===== src/rtl/fetch_stage.sv =====
// fetch_stage: instruction-fetch stage in front of the IF/ID pipeline register.
// Owns the PC and keeps at most one instruction-memory request in flight.
// Returned words go into a 2-entry FIFO. The FIFO head is held in the output
// registers, so everything IF/ID sees comes straight from flops.
//
// Ports:
//   clk, rst              clock; asynchronous active-high reset
//   writeIfId             IF/ID takes the head entry this cycle (pop)
//   redirect, redirectPc  taken branch/jump and its target PC
//   imemReq, imemAddr     request strobe and address (combinational, so a
//                         1-cycle memory can sustain one fetch per cycle)
//   imemData, imemDone    returned instruction word and its strobe
//   pcOut, instrOut       PC+2 of the head instruction, head word or NOP
//   validInsOut           head entry valid
//   RsValidOut, RtValidOut, writeRegValidOut  decode bits of the head
//   halted                fetch stopped after a HALT was accepted
module fetch_stage #(
    parameter logic [15:0] RESET_PC  = 16'h0000,
    parameter logic [15:0] NOP_INSTR = 16'h0800
) (
    input  logic        clk,
    input  logic        rst,
    input  logic        writeIfId,
    input  logic        redirect,
    input  logic [15:0] redirectPc,
    output logic        imemReq,
    output logic [15:0] imemAddr,
    input  logic [15:0] imemData,
    input  logic        imemDone,
    output logic [15:0] pcOut,
    output logic [15:0] instrOut,
    output logic        validInsOut,
    output logic        RsValidOut,
    output logic        RtValidOut,
    output logic        writeRegValidOut,
    output logic        halted
);

    typedef enum logic [1:0] {
        ST_FETCH  = 2'd0,
        ST_WAIT   = 2'd1,
        ST_HALTED = 2'd2
    } state_t;

    state_t      state_q;
    logic        squash_q;
    logic [15:0] pc_q;

    // FIFO head: these registers drive the outputs directly
    logic        hv_q;
    logic [15:0] h_instr_q;
    logic [15:0] h_pc_q;
    logic [2:0]  h_dec_q;

    // FIFO second slot
    logic        tv_q;
    logic [15:0] t_instr_q;
    logic [15:0] t_pc_q;
    logic [2:0]  t_dec_q;

    logic        pop_d;
    logic        push_d;
    logic        halt_push_d;
    logic        issue_d;
    logic [15:0] pc_inc_d;
    logic [2:0]  dec_d;
    logic [2:0]  occ_after_d;

    // Returns {reads Rs, reads Rt, writes a register} for an opcode
    function automatic logic [2:0] decode_op(input logic [4:0] op);
        logic [2:0] r;
        casez (op)
            5'b00000, 5'b00001, 5'b00010, 5'b00011, 5'b00100: r = 3'b000;
            5'b00101, 5'b011??:                               r = 3'b100;
            5'b00110, 5'b11000:                               r = 3'b001;
            5'b00111, 5'b010??, 5'b101??,
            5'b10001, 5'b10010, 5'b11001:                     r = 3'b101;
            5'b10000:                                         r = 3'b110;
            5'b10011, 5'b11010, 5'b11011, 5'b111??:           r = 3'b111;
            default:                                          r = 3'b000;
        endcase
        return r;
    endfunction

    // Pop/push qualification and the request-issue decision
    always_comb begin
        pop_d       = writeIfId & hv_q;
        // Only a response to a live (non-squashed) request is accepted; a
        // response arriving with a redirect belongs to the wrong path.
        push_d      = imemDone & (state_q == ST_WAIT) & ~squash_q & ~redirect;
        halt_push_d = push_d & (imemData[15:11] == 5'b00000);
        pc_inc_d    = pc_q + 16'd2;
        dec_d       = decode_op(imemData[15:11]);
        // Occupancy after this cycle; a new request needs a slot reserved for
        // its response, which is what keeps the 2-entry FIFO from overflowing.
        occ_after_d = {2'b00, hv_q} + {2'b00, tv_q} + {2'b00, push_d} - {2'b00, pop_d};
        issue_d     = ~rst & ~redirect & ~halt_push_d & (occ_after_d <= 3'd1) &
                      ((state_q == ST_FETCH) | ((state_q == ST_WAIT) & imemDone));
    end

    assign imemReq          = issue_d;
    // On a push the PC advances this same cycle, so the next fetch goes to PC+2
    assign imemAddr         = push_d ? pc_inc_d : pc_q;
    assign pcOut            = h_pc_q;
    assign instrOut         = h_instr_q;
    assign validInsOut      = hv_q;
    assign RsValidOut       = h_dec_q[2];
    assign RtValidOut       = h_dec_q[1];
    assign writeRegValidOut = h_dec_q[0];
    assign halted           = (state_q == ST_HALTED);

    // Fetch FSM, PC, squash flag and the two FIFO slots
    always_ff @(posedge clk or posedge rst) begin
        if (rst) begin
            state_q   <= ST_FETCH;
            squash_q  <= 1'b0;
            pc_q      <= RESET_PC;
            hv_q      <= 1'b0;
            h_instr_q <= NOP_INSTR;
            h_pc_q    <= 16'h0000;
            h_dec_q   <= 3'b000;
            tv_q      <= 1'b0;
            t_instr_q <= NOP_INSTR;
            t_pc_q    <= 16'h0000;
            t_dec_q   <= 3'b000;
        end else if (redirect) begin
            pc_q      <= redirectPc;
            hv_q      <= 1'b0;
            h_instr_q <= NOP_INSTR;
            h_dec_q   <= 3'b000;
            tv_q      <= 1'b0;
            // A request still in flight must have its response thrown away
            if ((state_q == ST_WAIT) && !imemDone) begin
                state_q  <= ST_WAIT;
                squash_q <= 1'b1;
            end else begin
                state_q  <= ST_FETCH;
                squash_q <= 1'b0;
            end
        end else begin
            case (state_q)
                ST_FETCH: begin
                    if (issue_d) begin
                        state_q <= ST_WAIT;
                    end
                end
                ST_WAIT: begin
                    if (imemDone) begin
                        squash_q <= 1'b0;
                        if (halt_push_d) begin
                            state_q <= ST_HALTED;
                        end else if (issue_d) begin
                            state_q <= ST_WAIT;
                        end else begin
                            state_q <= ST_FETCH;
                        end
                    end
                end
                ST_HALTED: begin
                    state_q <= ST_HALTED;
                end
                default: begin
                    state_q <= ST_FETCH;
                end
            endcase

            if (push_d) begin
                pc_q <= pc_inc_d;
            end

            if (pop_d) begin
                if (tv_q) begin
                    h_instr_q <= t_instr_q;
                    h_pc_q    <= t_pc_q;
                    h_dec_q   <= t_dec_q;
                    tv_q      <= push_d;
                    if (push_d) begin
                        t_instr_q <= imemData;
                        t_pc_q    <= pc_inc_d;
                        t_dec_q   <= dec_d;
                    end
                end else if (push_d) begin
                    h_instr_q <= imemData;
                    h_pc_q    <= pc_inc_d;
                    h_dec_q   <= dec_d;
                end else begin
                    // Empty: show a NOP bubble but keep the last pcOut
                    hv_q      <= 1'b0;
                    h_instr_q <= NOP_INSTR;
                    h_dec_q   <= 3'b000;
                end
            end else if (push_d) begin
                if (!hv_q) begin
                    hv_q      <= 1'b1;
                    h_instr_q <= imemData;
                    h_pc_q    <= pc_inc_d;
                    h_dec_q   <= dec_d;
                end else begin
                    tv_q      <= 1'b1;
                    t_instr_q <= imemData;
                    t_pc_q    <= pc_inc_d;
                    t_dec_q   <= dec_d;
                end
            end
        end
    end

endmodule


===== config.mk =====
export PLATFORM = sky130hd
export DESIGN_NAME = fetch_stage
export DESIGN_NICKNAME = d
export VERILOG_FILES = /design/src/rtl/fetch_stage.sv
export SDC_FILE = /design/constraint.sdc
export NUM_CORES = 1
export LEC_CHECK = 0
export ABC_AREA = 0
export CAP_MARGIN = 25
export CORE_AREA = 2 2 148 78
export CTS_CLUSTER_SIZE = 20
export DETAILED_ROUTE_END_ITERATION = 16
export DIE_AREA = 0 0 150 80
export DONT_BUFFER_PORTS = 1
export SETUP_SLACK_MARGIN = 0.02
export SKIP_CTS_REPAIR_TIMING = 1
export SLEW_MARGIN = 20
export SYNTH_ARGS = -nofsm -noshare
export SYNTH_HDL_FRONTEND = slang
export SYNTH_SLANG_ARGS = --single-unit

===== constraint.sdc =====
create_clock -name clk -period 6.2 [get_ports clk]
set_clock_uncertainty 0.05 [all_clocks]
set_input_delay 0.31 -clock clk [delete_from_list [all_inputs] [get_ports clk]]
set_output_delay 0.31 -clock clk [all_outputs]
set_load 0.02 [all_outputs]

==> results.tsv <==
metric	value	unit
CTS tree	yes	
sequential share of the synthesized area	48.3	%
Sw Pwr	525	uW
vias	3788	
Worst Setup End Kind	output pin	
Final Cell Area	5090	um2
Synth area leaders	dfrtp_1, nand2_1, o21ai_0	
setup TNS	0	ps
IO Count	91	
EDFF count, synth	0	
total CTS buffers	9	
Post-Syn Instances	526	
VDD IR-drop max	131	uV
Layout area overhead	7.82	%
Synth top area share	47.2	%
Final ANT Viol Nets	0	
period utilisation layout	58.3	%
Worst-Skew Late Latency	350	ps
nets	546	
DR DRC count	0	
standard-cell row count	27	
Avg Inst Size Synth	8.97	um2
leading area contributor after synthesis	dfrtp_1	
Core Area	10700	um2
clock tree buffer depth	2	
Max-cap violations	0	
Max-slew headroom	42.3	%
DR WL/cell	19.4	um
Final Wtd Congestion	0.906	
initial antenna violation count	0	
Layout fillers	1022	
LEAKAGE	0.00217	uW
placed instance area	4790	um2
Reg power frac	53.6	%
Die Ht	80	um
Root Driver	clkbuf_16	
Worst Path Required	5840	ps
CTS sink cnt	91	
Post-synth top cells	dfrtp_1, nand2_1, o21ai_0, nor2_1, clkbuf_1	
pin count of the biggest net entering global routing	49	
htree depth	3	
die width	150	um
DR vias/cell	5.79	
CP Data Arrival Time	3250	ps
fin crit period	3610	ps
die area	12000	um2
final WL	12700	um
Int Pwr	1060	uW
synth warn	0	
grt ovf	0	
Hold/Removal Path Class	input port to flop	
Worst Max-Slew Pin Slew	856	ps
vias in the first global route	3580	
Post-Syn Area	4720	um2
Final Max Slew Viols	0	
Setup Crit Path Kind	flop to output pin	
combinational share of power	14.1	%
post-synth net total	566	
DP HPWL	8960	um
initial DRC count	374	
layout cells sized above 1	8.84	%
Post-synth top flop	dfrtp_1	
Final Setup Violations	0	
CP Max Fanout	12	
PwrDens	312	nW/um2
#FFs+latches synth	91	
Unique masters post-synth	50	
initial core utilization	44.2	%
All-Layer GR Usage	22.4	%
number of I/O port buffers	0	
Diodes inserted	0	
Pre-antenna DRT Iters	5	
asr flop ratio synth	100	%
final hold viol count	0	
Clock Power Share	32.3	%
most frequent cell after synthesis	dfrtp_1	
Worst-path clk slew	60	ps
RSZ-0062 raised after global routing	no	
first-pass GRT wire length	20300	um
Max Fclk	277	MHz
crit start category	flop	
switching part of the total	33.1	%
status	finished, final reports clean	
[layout make-up]
class                           instances  area (um2)  area share, %
Sequential cell                        91        2280           44.8
Tap cell                              145         181           3.57
Multi-Input combinational cell        370        2180           42.9
Inverter                               24        91.3           1.79
Clock buffer                           11         253           4.97
Timing Repair Buffer                   10        82.6           1.62
Clock inverter                          3        15.0          0.295
[cells in the final DEF, fill, tap and decap left out, types with 9 or more instances in the layout]
cell and instances:
a21oi_1 27, nand3_1 18, clkbuf_16 9, xnor2_1 19
o41ai_1 14, nand2_1 79, inv_1 22, o21ai_0 50
mux2_2 13, nor3_1 12, nor2_1 36, dfrtp_1 88
a22oi_1 14
[sequential cells by signal (all words and copies together) (netlist names), 2 cells and up]
signal	cells
pcOut	16
t_dec_q	3
t_pc_q	16
t_instr_q	16
h_dec_q	3
pc_q	16
instrOut	16
state_q	2
[final timing paths]
check / startpoint / endpoint / slack, ps / cells past startpoint
worst min register to register: t_pc_q[8] / t_pc_q[8] / 430 / 1
min in group asynchronous: rst / state_q[1] / 500 / 2
worst min-delay path: redirect / pc_q[13] / 30 / 1
max in group asynchronous: rst / t_instr_q[2] / 4480 / 3
worst max-delay path: state_q[1] / imemReq / 2590 / 7
worst max register to register: state_q[1] / state_q[0] / 2970 / 8
[critical path, stage by stage, from the launching register on]
cell	delay [ps]
dfrtp_1	420
and4bb_2	410
nand2_1	280
inv_1	470
ha_1	320
a21oi_1	170
xnor2_1	100
a2111oi_2	740
[power by group through the flow]
| stage | Sequential (uW) | Clock [uW] | Combinational, uW |
|---|---|---|---|
| 6_report | 850 | 512 | 224 |
| 5_1_grt | 865 | 550 | 254 |
| 4_1_cts | 851 | 525 | 224 |
| 3_5_place_dp | 862 | 0 | 222 |
| 3_3_place_gp | 858 | 0 | 217 |
| 2_1_floorplan | 830 | 0 | 190 |
[cell families (layout without fill, tap and decap cells)]
| logic type | after synthesis | in the layout | share of synthesized area, % |
|---|---|---|---|
| simple gates | 181 | 181 | 17.8 |
| flops | 91 | 91 | 48.3 |
| compound gates | 145 | 145 | 19.4 |
| mux | 14 | 14 | 3.31 |
| xor+xnor | 27 | 27 | 5.01 |
| buf+inv | 65 | 48 | 5.41 |
| fa+ha+maj | 3 | 3 | 0.795 |
[metal layers]
layer	GRT usage [%]	share of wire (%)
met4	4.25	0.50
met3	8.91	11
met2	29.4	39
met1	34.3	49
met5	0	0
[through the flow]
step	worst slack [ps]	utilization (%)	hold WS [ps]	power, uW	instances
floorplan	3470	-	358	1020	526
global placement	2960	44.9	298	1080	637
detailed placement	2860	44.9	311	1080	637
CTS	2510	47.4	-56.0	1600	651
global route	2410	47.7	33.1	1670	654
finish	2590	47.7	28.7	1590	654
(Power assumes the default switching activity.)
